[src/rtl/axi_stream_packet_arbiter.sv]
// N:1 AXI-Stream arbiter with round-robin, packet-granular grants.
// The winning input is passed through combinationally; m_tid names it for downstream demux.
module axi_stream_packet_arbiter #(
    parameter int NUM_INPUTS = 4,
    parameter int byte_width = 4,
    parameter int user_width = 1
) (
    input  logic                                  clk,
    input  logic                                  resetn,
    input  logic [NUM_INPUTS-1:0]                 s_tvalid,
    output logic [NUM_INPUTS-1:0]                 s_tready,
    input  logic [NUM_INPUTS*8*byte_width-1:0]    s_tdata,
    input  logic [NUM_INPUTS*byte_width-1:0]      s_tkeep,
    input  logic [NUM_INPUTS*byte_width-1:0]      s_tstrb,
    input  logic [NUM_INPUTS-1:0]                 s_tlast,
    input  logic [NUM_INPUTS*user_width-1:0]      s_tuser,
    output logic                                  m_tvalid,
    input  logic                                  m_tready,
    output logic [8*byte_width-1:0]               m_tdata,
    output logic [byte_width-1:0]                 m_tkeep,
    output logic [byte_width-1:0]                 m_tstrb,
    output logic                                  m_tlast,
    output logic [user_width-1:0]                 m_tuser,
    output logic [$clog2(NUM_INPUTS)-1:0]         m_tid,
    output logic                                  busy
);

    localparam int ID_W = $clog2(NUM_INPUTS);
    localparam int DW   = 8 * byte_width;

    typedef enum logic {IDLE, BUSY} state_t;

    state_t          state, state_next;
    logic [ID_W-1:0] grant, grant_next;
    logic [ID_W-1:0] last_grant, last_grant_next;
    logic [ID_W-1:0] pick;
    logic            found;

    logic [DW-1:0]         tdata_arr [NUM_INPUTS];
    logic [byte_width-1:0] tkeep_arr [NUM_INPUTS];
    logic [byte_width-1:0] tstrb_arr [NUM_INPUTS];
    logic [user_width-1:0] tuser_arr [NUM_INPUTS];

    for (genvar i = 0; i < NUM_INPUTS; i++) begin : g_unpack
        assign tdata_arr[i] = s_tdata[i*DW +: DW];
        assign tkeep_arr[i] = s_tkeep[i*byte_width +: byte_width];
        assign tstrb_arr[i] = s_tstrb[i*byte_width +: byte_width];
        assign tuser_arr[i] = s_tuser[i*user_width +: user_width];
    end

    assign m_tdata = tdata_arr[grant];
    assign m_tkeep = tkeep_arr[grant];
    assign m_tstrb = tstrb_arr[grant];
    assign m_tuser = tuser_arr[grant];
    assign m_tlast = s_tlast[grant];
    assign m_tid   = grant;

    // Round-robin scan starting just after the previous winner, wrapping at NUM_INPUTS.
    always_comb begin
        logic [ID_W-1:0] idx;
        idx   = last_grant;
        pick  = '0;
        found = 1'b0;
        for (int k = 0; k < NUM_INPUTS; k++) begin
            idx = (idx == ID_W'(NUM_INPUTS - 1)) ? '0 : idx + 1'b1;
            if (!found && s_tvalid[idx]) begin
                found = 1'b1;
                pick  = idx;
            end
        end
    end

    // Handshake: a beat moves when m_tvalid & m_tready; valid/ready of the granted source and
    // the sink are wired straight through, and s_tready never depends on any s_tvalid.
    always_comb begin
        state_next      = state;
        grant_next      = grant;
        last_grant_next = last_grant;
        m_tvalid        = 1'b0;
        s_tready        = '0;
        busy            = 1'b0;
        case (state)
            IDLE: begin
                if (found) begin
                    grant_next = pick;
                    state_next = BUSY;
                end
            end
            BUSY: begin
                busy            = 1'b1;
                m_tvalid        = s_tvalid[grant];
                s_tready[grant] = m_tready;
                if (m_tvalid && m_tready && m_tlast) begin
                    last_grant_next = grant;
                    state_next      = IDLE;
                end
            end
            default: state_next = IDLE;
        endcase
    end

    always_ff @(posedge clk) begin
        if (!resetn) begin
            state      <= IDLE;
            grant      <= '0;
            last_grant <= ID_W'(NUM_INPUTS - 1);
        end else begin
            state      <= state_next;
            grant      <= grant_next;
            last_grant <= last_grant_next;
        end
    end

endmodule

[config.mk]
export PLATFORM = sky130hd
export DESIGN_NAME = axi_stream_packet_arbiter
export DESIGN_NICKNAME = d
export VERILOG_FILES = /design/src/rtl/axi_stream_packet_arbiter.sv
export SDC_FILE = /design/constraint.sdc
export NUM_CORES = 1
export LEC_CHECK = 0
export CAP_MARGIN = 10
export CORE_AREA = 2 2 87 89
export CTS_CLUSTER_SIZE = 30
export DETAILED_ROUTE_END_ITERATION = 10
export DIE_AREA = 0 0 89 91
export PLACE_DENSITY = 0.71
export SLEW_MARGIN = 0
export SYNTH_ARGS = -nofsm -noshare
export SYNTH_HDL_FRONTEND = slang
export SYNTH_SLANG_ARGS = --single-unit
[constraint.sdc]
create_clock -name clk -period 2.1 [get_ports clk]
set_input_delay 0.525 -clock clk [delete_from_list [all_inputs] [get_ports clk]]
set_output_delay 0.525 -clock clk [all_outputs]
set_load 0.01 [all_outputs]
==> results.cfg, run 1 <==
[synth]
yosys.area_share.simple_pct = 8.23
synth-compound-area-share_pct = 7.04
yosysMostFrequentCell = mux4_2
syn_avg_cell_area_um2 = 14.4
synthXorXnorAreaFrac_pct = 0
yosysSeqAreaShare_pct = 7.32
synth.ff_latch_count = 5
synthAdderAreaFrac_pct = 0.915
ys.flop_type = dfxtp_1
synth_top_family_by_area = multiplexers
ys_types = 28
synth_warnings = 0
yosys-top-cells-area = mux4_2 68%, dfxtp_1 7.3%, mux4_1 3.8%
synth_mux_area_share_pct = 71.4
synth_top_cell_by_area = mux4_2
synth_commonest_cells = 41 x mux4_2, 6 x nand2_1, 5 x buf_2, 5 x dfxtp_1, 4 x buf_4
synthCells = 95
ys_async_sr_fraction_pct = 0
synthesis.area_um2 = 1370
synth_top_area_share_pct = 67.5
synth_edf_count = 0
syn-num-nets = 271

[sta]
slew_viol_final = 0
finalHoldViolations = 0
fmaxAchievable_mhz = 479
finalSetupViolCount = 0
setup_slack_ns = 0.0116
timing.hold.ws_ns = 0.498
fin_crit_ns = 2.09
min_period_over_period_pct = 99.4
rsz0062_at_grt = yes
finClkSkew_ns = 0.00218
tightest_slew_ns = 0.322
relSlewSlack_pct = 78.4

[clocking]
hold_buffers = 0
cts-buffers-inserted = 3
clk_pin_slew_worst_paths_ns = 0.03
cts_tree = done
worstSkewPairLatency_ns = 0.22
htree_levels = 1
cts.path.max_buffers = 2
cts_root_buf = clkbuf_8
clkSinkCount = 5

[global_route]
antenna_found_initial = 0
grt_usage_pct = 18.8
grt_max_degree = 28
grt_pass1_wl_um = 11500
first_global_vias = 2112
overflow = 0

[min_path]
min_path_type = reg -> reg

[critical_path]
worstSetupStartpoint = s_tstrb[12]
crit_path_max_fanout = 1
start_kind = input port
rr_endpoint = last_grant[0]
reg2reg_from = m_tid[0]
arrival_ns = 1.56
rrSetupSlack_ns = 0.45
worstRegToRegCells = 7
end_kind = primary output
cp-endpoint = m_tstrb[0]
crit_type = in -> out
required_ns = 1.57

[layout]
drive_gt1_share_pct = 35.1
fin_util_pct = 54.1
fillCellCount = 654
final_nets = 513
finalInstanceArea_um2 = 3860
area_growth_pct = 183
final_cells = 435
num_antenna_cells = 0

[route]
drtIter0Drc = 43
wl_per_cell_um = 18.9
routed_wl_um = 8220
drc = 0
vias = 2037
drtPass1Iterations = 4
routed_via_density = 4.68
ant_nets = 0

[floorplan]
die_x_um = 89
die_height_um = 91
ios = 225
initial_core_util_pct = 19.2
rows = 31
dieArea_um2 = 8100
core_area_um2 = 7140

[status]
status = complete, no violations

[placement]
finalWeightedCongestion = 0.866
port_buffers = 224
placed_cell_area_um2 = 3870
hpwl_um = 7310
place_ws_ns = -0.532
dpl.cell_count = 426

[pwr]
power_density_nw_per_um2 = 308
worst_ir_drop_vdd_mv = 0.158
total_leakage_power_nw = 1.56

[run]
drv_cap = 0
[repair_timing]
action / 4_1_cts / 5_1_grt
gates resized for setup: 189 / 42
pin swaps: 1 / 0
buffers inserted: 1 / 4
setup endpoints to repair: 47 / 21
[worst max-delay path, stage by stage]
cell,delay (ns)
clkdlybuf4s50_1,0.42
mux4_2,0.46
buf_2,0.15
[sequential cells by signal, indices dropped and copies added (netlist names)]
signal and cells:
m_tid 2, state 1, last_grant 2
[worst min path at each step]
stage	start	end	slack, ns	cells after the start
finish	last_grant[1]	last_grant[1]	0.50	2
floorplan	last_grant[1]	last_grant[1]	0.46	2
global route	last_grant[1]	last_grant[1]	0.51	2
detailed placement	last_grant[1]	last_grant[1]	0.50	2
global placement	last_grant[1]	last_grant[1]	0.49	2
CTS	last_grant[1]	last_grant[1]	0.50	2
[final cells by class]
type                            instances  area [um^2]  area share (%)
Clock buffer                            4         45.0            1.17
Inverter                                1         3.75          0.0972
Multi-Input combinational cell         79         1190            30.8
Sequential cell                         5          105            2.72
Tap cell                               99          124            3.21
Timing Repair Buffer                  247         2400            62.0
[cell usage in the layout (no fill, tap or decap), types with 3 or more instances in the layout]
master,n
nand2_1,6
clkbuf_2,3
buf_12,6
dfxtp_1,3
buf_2,26
clkdlybuf4s50_1,155
buf_6,18
nor2_1,3
clkbuf_8,3
nand2b_1,3
mux4_2,43
dlymetal6s2s_1,14
buf_4,16
o211ai_1,3
dlygate4sd2_1,7
[cell families (layout without fill, tap and decap cells)]
logic type,Yosys count,count (layout)
mux,43,43
simple gates,21,21
buf+inv,11,252
fa+ha+maj,1,1
flops,5,5
compound gates,14,14
[routing by layer]
metal	wire length (um)	global-route usage [%]	vias up
met4	272	6.34	0
met1	2940	21.9	971
li1	-	-	922
met2	4310	33.8	127
met3	690	3.45	17
met5	0	0	-
[through the flow]
| step | setup TNS (ns) | total power, mW |
|---|---|---|
| floorplan | 0 | 0.438 |
| global placement | -14.40 | 1.05 |
| detailed placement | -14.96 | 1.06 |
| CTS | -0.0393 | 1.15 |
| global route | -0.0402 | 1.26 |
| finish | 0 | 1.19 |
[report_power, final]
part | internal [mW] | total, mW | switching (mW)
logic | 0.619 | 0.896 | 0.277
registers | 0.102 | 0.116 | 0.0132
clock network | 0.130 | 0.180 | 0.0492
No activity file was read; power rests on OpenSTA's default activity.
==> run 2, diff against run 1 <==
--- a/config.mk
+++ b/config.mk
@@ -11,5 +11,6 @@
 export DETAILED_ROUTE_END_ITERATION = 10
 export DIE_AREA = 0 0 89 91
-export PLACE_DENSITY = 0.71
+export DONT_BUFFER_PORTS = 1
+export PLACE_DENSITY = 0.31
 export SLEW_MARGIN = 0
 export SYNTH_ARGS = -nofsm -noshare
==> constraint.sdc (replaced) <==
create_clock -name clk -period 2.1 [get_ports clk]
set_input_delay 0.21 -clock clk [delete_from_list [all_inputs] [get_ports clk]]
set_output_delay 0.21 -clock clk [all_outputs]
set_load 0.01 [all_outputs]
==> results.cfg, run 2 (synthesized netlist as in run 1, its figures left out) <==
[pwr]
worst_ir_drop_vdd_mv = 0.348
power_density_nw_per_um2 = 435
power_mw = 0.660
total_leakage_power_nw = 0.405

[sta]
fin_crit_ns = 1.82
finalSetupViolCount = 0
relSlewSlack_pct = 73.0
tns_ns = 0
setup_slack_ns = 0.279
rsz0062_at_grt = no
tightest_slew_ns = 0.401
min_period_over_period_pct = 86.7
timing.hold.ws_ns = 0.0791
finClkSkew_ns = 0.00237
fmaxAchievable_mhz = 549
finalHoldViolations = 0
slew_viol_final = 0

[floorplan]
dieArea_um2 = 8100
ios = 225
die_height_um = 91
rows = 31
die_x_um = 89
initial_core_util_pct = 19.2
core_area_um2 = 7140

[clocking]
cts.path.max_buffers = 2
cts_root_buf = clkbuf_8
clkSinkCount = 5
cts-buffers-inserted = 3
worstSkewPairLatency_ns = 0.22
htree_levels = 1
cts_tree = done
cts_resized = 0
clk_pin_slew_worst_paths_ns = 0.04
hold_buffers = 0
cts_setup_buffers = 0

[layout]
num_antenna_cells = 0
final_nets = 270
drive_gt1_share_pct = 55.9
area_growth_pct = 10.9
final_cell_mix = 41 x mux4_2, 6 x nand2_1
fillCellCount = 791
fin_util_pct = 21.2
mostFrequentLayoutCell = mux4_2

[placement]
place_ws_ns = 0.502
hpwl_um = 5440
port_buffers = 0
finalWeightedCongestion = 0.941

[global_route]
overflow = 0
grt_max_degree = 35
first_global_vias = 1235
grt_pass1_wl_um = 8090
grt_usage_pct = 13.5
antenna_found_initial = 0

[run]
drv_cap = 0

[route]
drtPass1Iterations = 4
wl_per_cell_um = 31.3
drtIter0Drc = 39
routed_via_density = 5.84
ant_nets = 0
routed_wl_um = 6020
vias = 1122
drc = 0

[critical_path]
end_kind = primary output
arrival_ns = 1.61
required_ns = 1.89
crit_path_max_fanout = 34
crit_type = reg -> out
start_kind = flop

[status]
status = complete, no violations

[min_path]
min_path_type = in -> reg
[run 2: report_power, final]
group	switching [mW]	internal, mW
combinational	0.181	0.184
clock	0.0511	0.128
sequential	0.0138	0.103
total	0.246	0.415
[run 2: area by class of cell]
cell class | instances | area, um^2 | area share [%]
Tap cell | 99 | 124 | 8.17
Multi-Input combinational cell | 79 | 1200 | 79.0
Inverter | 1 | 3.75 | 0.248
Timing Repair Buffer | 4 | 42.5 | 2.81
Clock buffer | 3 | 41.3 | 2.72
Sequential cell | 5 | 103 | 6.77
Clock inverter | 1 | 5.00 | 0.330
[run 2: worst paths after layout]
check                 from             to  slack [ns]  depth (start not counted)
max reg2reg  last_grant[0]       m_tid[0]        0.54                          5
min                 resetn  last_grant[1]        0.08                          1
max               m_tid[0]    m_tdata[31]        0.28                          2
min reg2reg  last_grant[1]  last_grant[1]        0.49                          2
[run 2: metrics by stage]
stage,cell area (um^2),cells
final,1520,192
after global routing,1520,192
after CTS,1520,192
after detailed placement,1470,188
after global placement,1470,188
after floorplan,1370,95
[run 2: metal layers]
metal | GRT usage [%] | part of all wire (%)
met5 | 0 | 0
met4 | 1.49 | 0.48
met3 | 3.09 | 10
met2 | 22.3 | 50
met1 | 18.4 | 39
[run 2: critical path: stages (launching register included)]
cell and delay (ns):
dfxtp_2 0.43, buf_12 0.27, mux4_1 0.65
==> run 3, diff against run 2 <==
- CELL_PAD_IN_SITES_DETAIL_PLACEMENT: unset -> 0
- CELL_PAD_IN_SITES_GLOBAL_PLACEMENT: unset -> 1
- PLACE_DENSITY: 0.31 -> 0.43
==> results.cfg, run 3 (synthesized netlist as in run 1, its figures left out) <==
[status]
status = complete, no violations

[floorplan]
rows = 31
core_area_um2 = 7140
die_height_um = 91
initial_core_util_pct = 19.2
dieArea_um2 = 8100
die_x_um = 89
ios = 225

[critical_path]
start_kind = flop
crit_path_max_fanout = 19
crit_type = reg -> out
arrival_ns = 1.66
rrSetupSlack_ns = 0.50
worstRegToRegCells = 4
reg2reg_from = m_tid[0]
end_kind = primary output
rr_endpoint = last_grant[0]
required_ns = 1.89

[layout]
num_antenna_cells = 0
final_cell_mix = 41 x mux4_2, 6 x nand2_1
drive_gt1_share_pct = 55.3
mostFrequentLayoutCell = mux4_2
finalInstanceArea_um2 = 1540
area_growth_pct = 12.4
final_nets = 271

[placement]
port_buffers = 0
hpwl_um = 5910
finalWeightedCongestion = 0.874
placed_cell_area_um2 = 1490

[clocking]
htree_levels = 1
cts_root_buf = clkbuf_8
cts-buffers-inserted = 3
hold_buffers = 0
worstSkewPairLatency_ns = 0.22
cts_setup_buffers = 0
cts.path.max_buffers = 2
cts_resized = 0
cts_tree = done
clkSinkCount = 5
clk_pin_slew_worst_paths_ns = 0.03

[global_route]
first_global_vias = 1344
grt_usage_pct = 15.0
grt_pass1_wl_um = 8730
overflow = 0
grt_max_degree = 23
antenna_found_initial = 1

[sta]
finalSetupViolCount = 0
tightest_slew_ns = 0.435
fmaxAchievable_mhz = 535
finClkSkew_ns = 0.00186
slew_viol_final = 0
finalHoldViolations = 0
relSlewSlack_pct = 71.0
fin_crit_ns = 1.87
tns_ns = 0
min_period_over_period_pct = 89.0
rsz0062_at_grt = no

[min_path]
holdPathEnd = last_grant[0]
worstHoldPathCells = 1
min_path_type = in -> reg
min_from = resetn

[run]
drv_cap = 0

[route]
wl_per_cell_um = 33.8
routed_wl_um = 6510
ant_nets = 0
drtPass1Iterations = 4
drtIter0Drc = 47
routed_via_density = 6.13
drc = 0
vias = 1184

[pwr]
power_density_nw_per_um2 = 442
power_mw = 0.680
total_leakage_power_nw = 0.410
worst_ir_drop_vdd_mv = 0.277
[run 3: area by class of cell]
cell class                 count  area (um^2)
tap                           99          124
timing repair buffer           5         62.6
inverter                       1         3.75
multi-input combinational     79         1200
clock buffer                   4         45.0
sequential                     5          105
fill                         798         5600
[run 3: routing by layer]
metal  part of all wire [%]  GRT usage, %  wire (um)  vias up
met5                   0.20             0         13        -
met4                   0.31          1.87         20        2
met3                     13          5.45        852        6
met2                     51          26.0       3290      147
met1                     36          18.1       2340      586
li1                       -             -          -      443
[run 3: how the worst max path moves through the flow]
stage	from	endpoint	slack [ns]	cells past startpoint
final	m_tid[0]	m_tdata[22]	0.23	2
after global placement	m_tid[0]	m_tdata[24]	0.47	2
after floorplan	m_tid[0]	m_tdata[0]	0.55	3
after CTS	m_tid[0]	m_tdata[19]	0.21	2
after global routing	m_tid[0]	m_tdata[24]	0.14	2
after detailed placement	m_tid[0]	m_tdata[19]	0.43	2
[run 3: report_power, final]
group          switching, mW  total (mW)  internal [mW]
clock                 0.0464       0.177          0.130
sequential            0.0283       0.131          0.102
combinational          0.183       0.373          0.191
[run 3: worst max-delay path, cell delays in order, from the launching register on]
cell	delay [ns]
dfxtp_4	0.55
buf_4	0.30
mux4_2	0.58
[run 3: stage by stage]
step	hold WS [ns]	setup slack (ns)	util (%)	cells
6_report	0.0800	0.231	21.5	193
5_1_grt	0.0848	0.140	21.5	193
4_1_cts	0.0774	0.206	21.5	193
3_5_place_dp	0.307	0.435	20.9	189
3_3_place_gp	0.302	0.471	20.9	189
2_1_floorplan	0.299	0.550	-	95
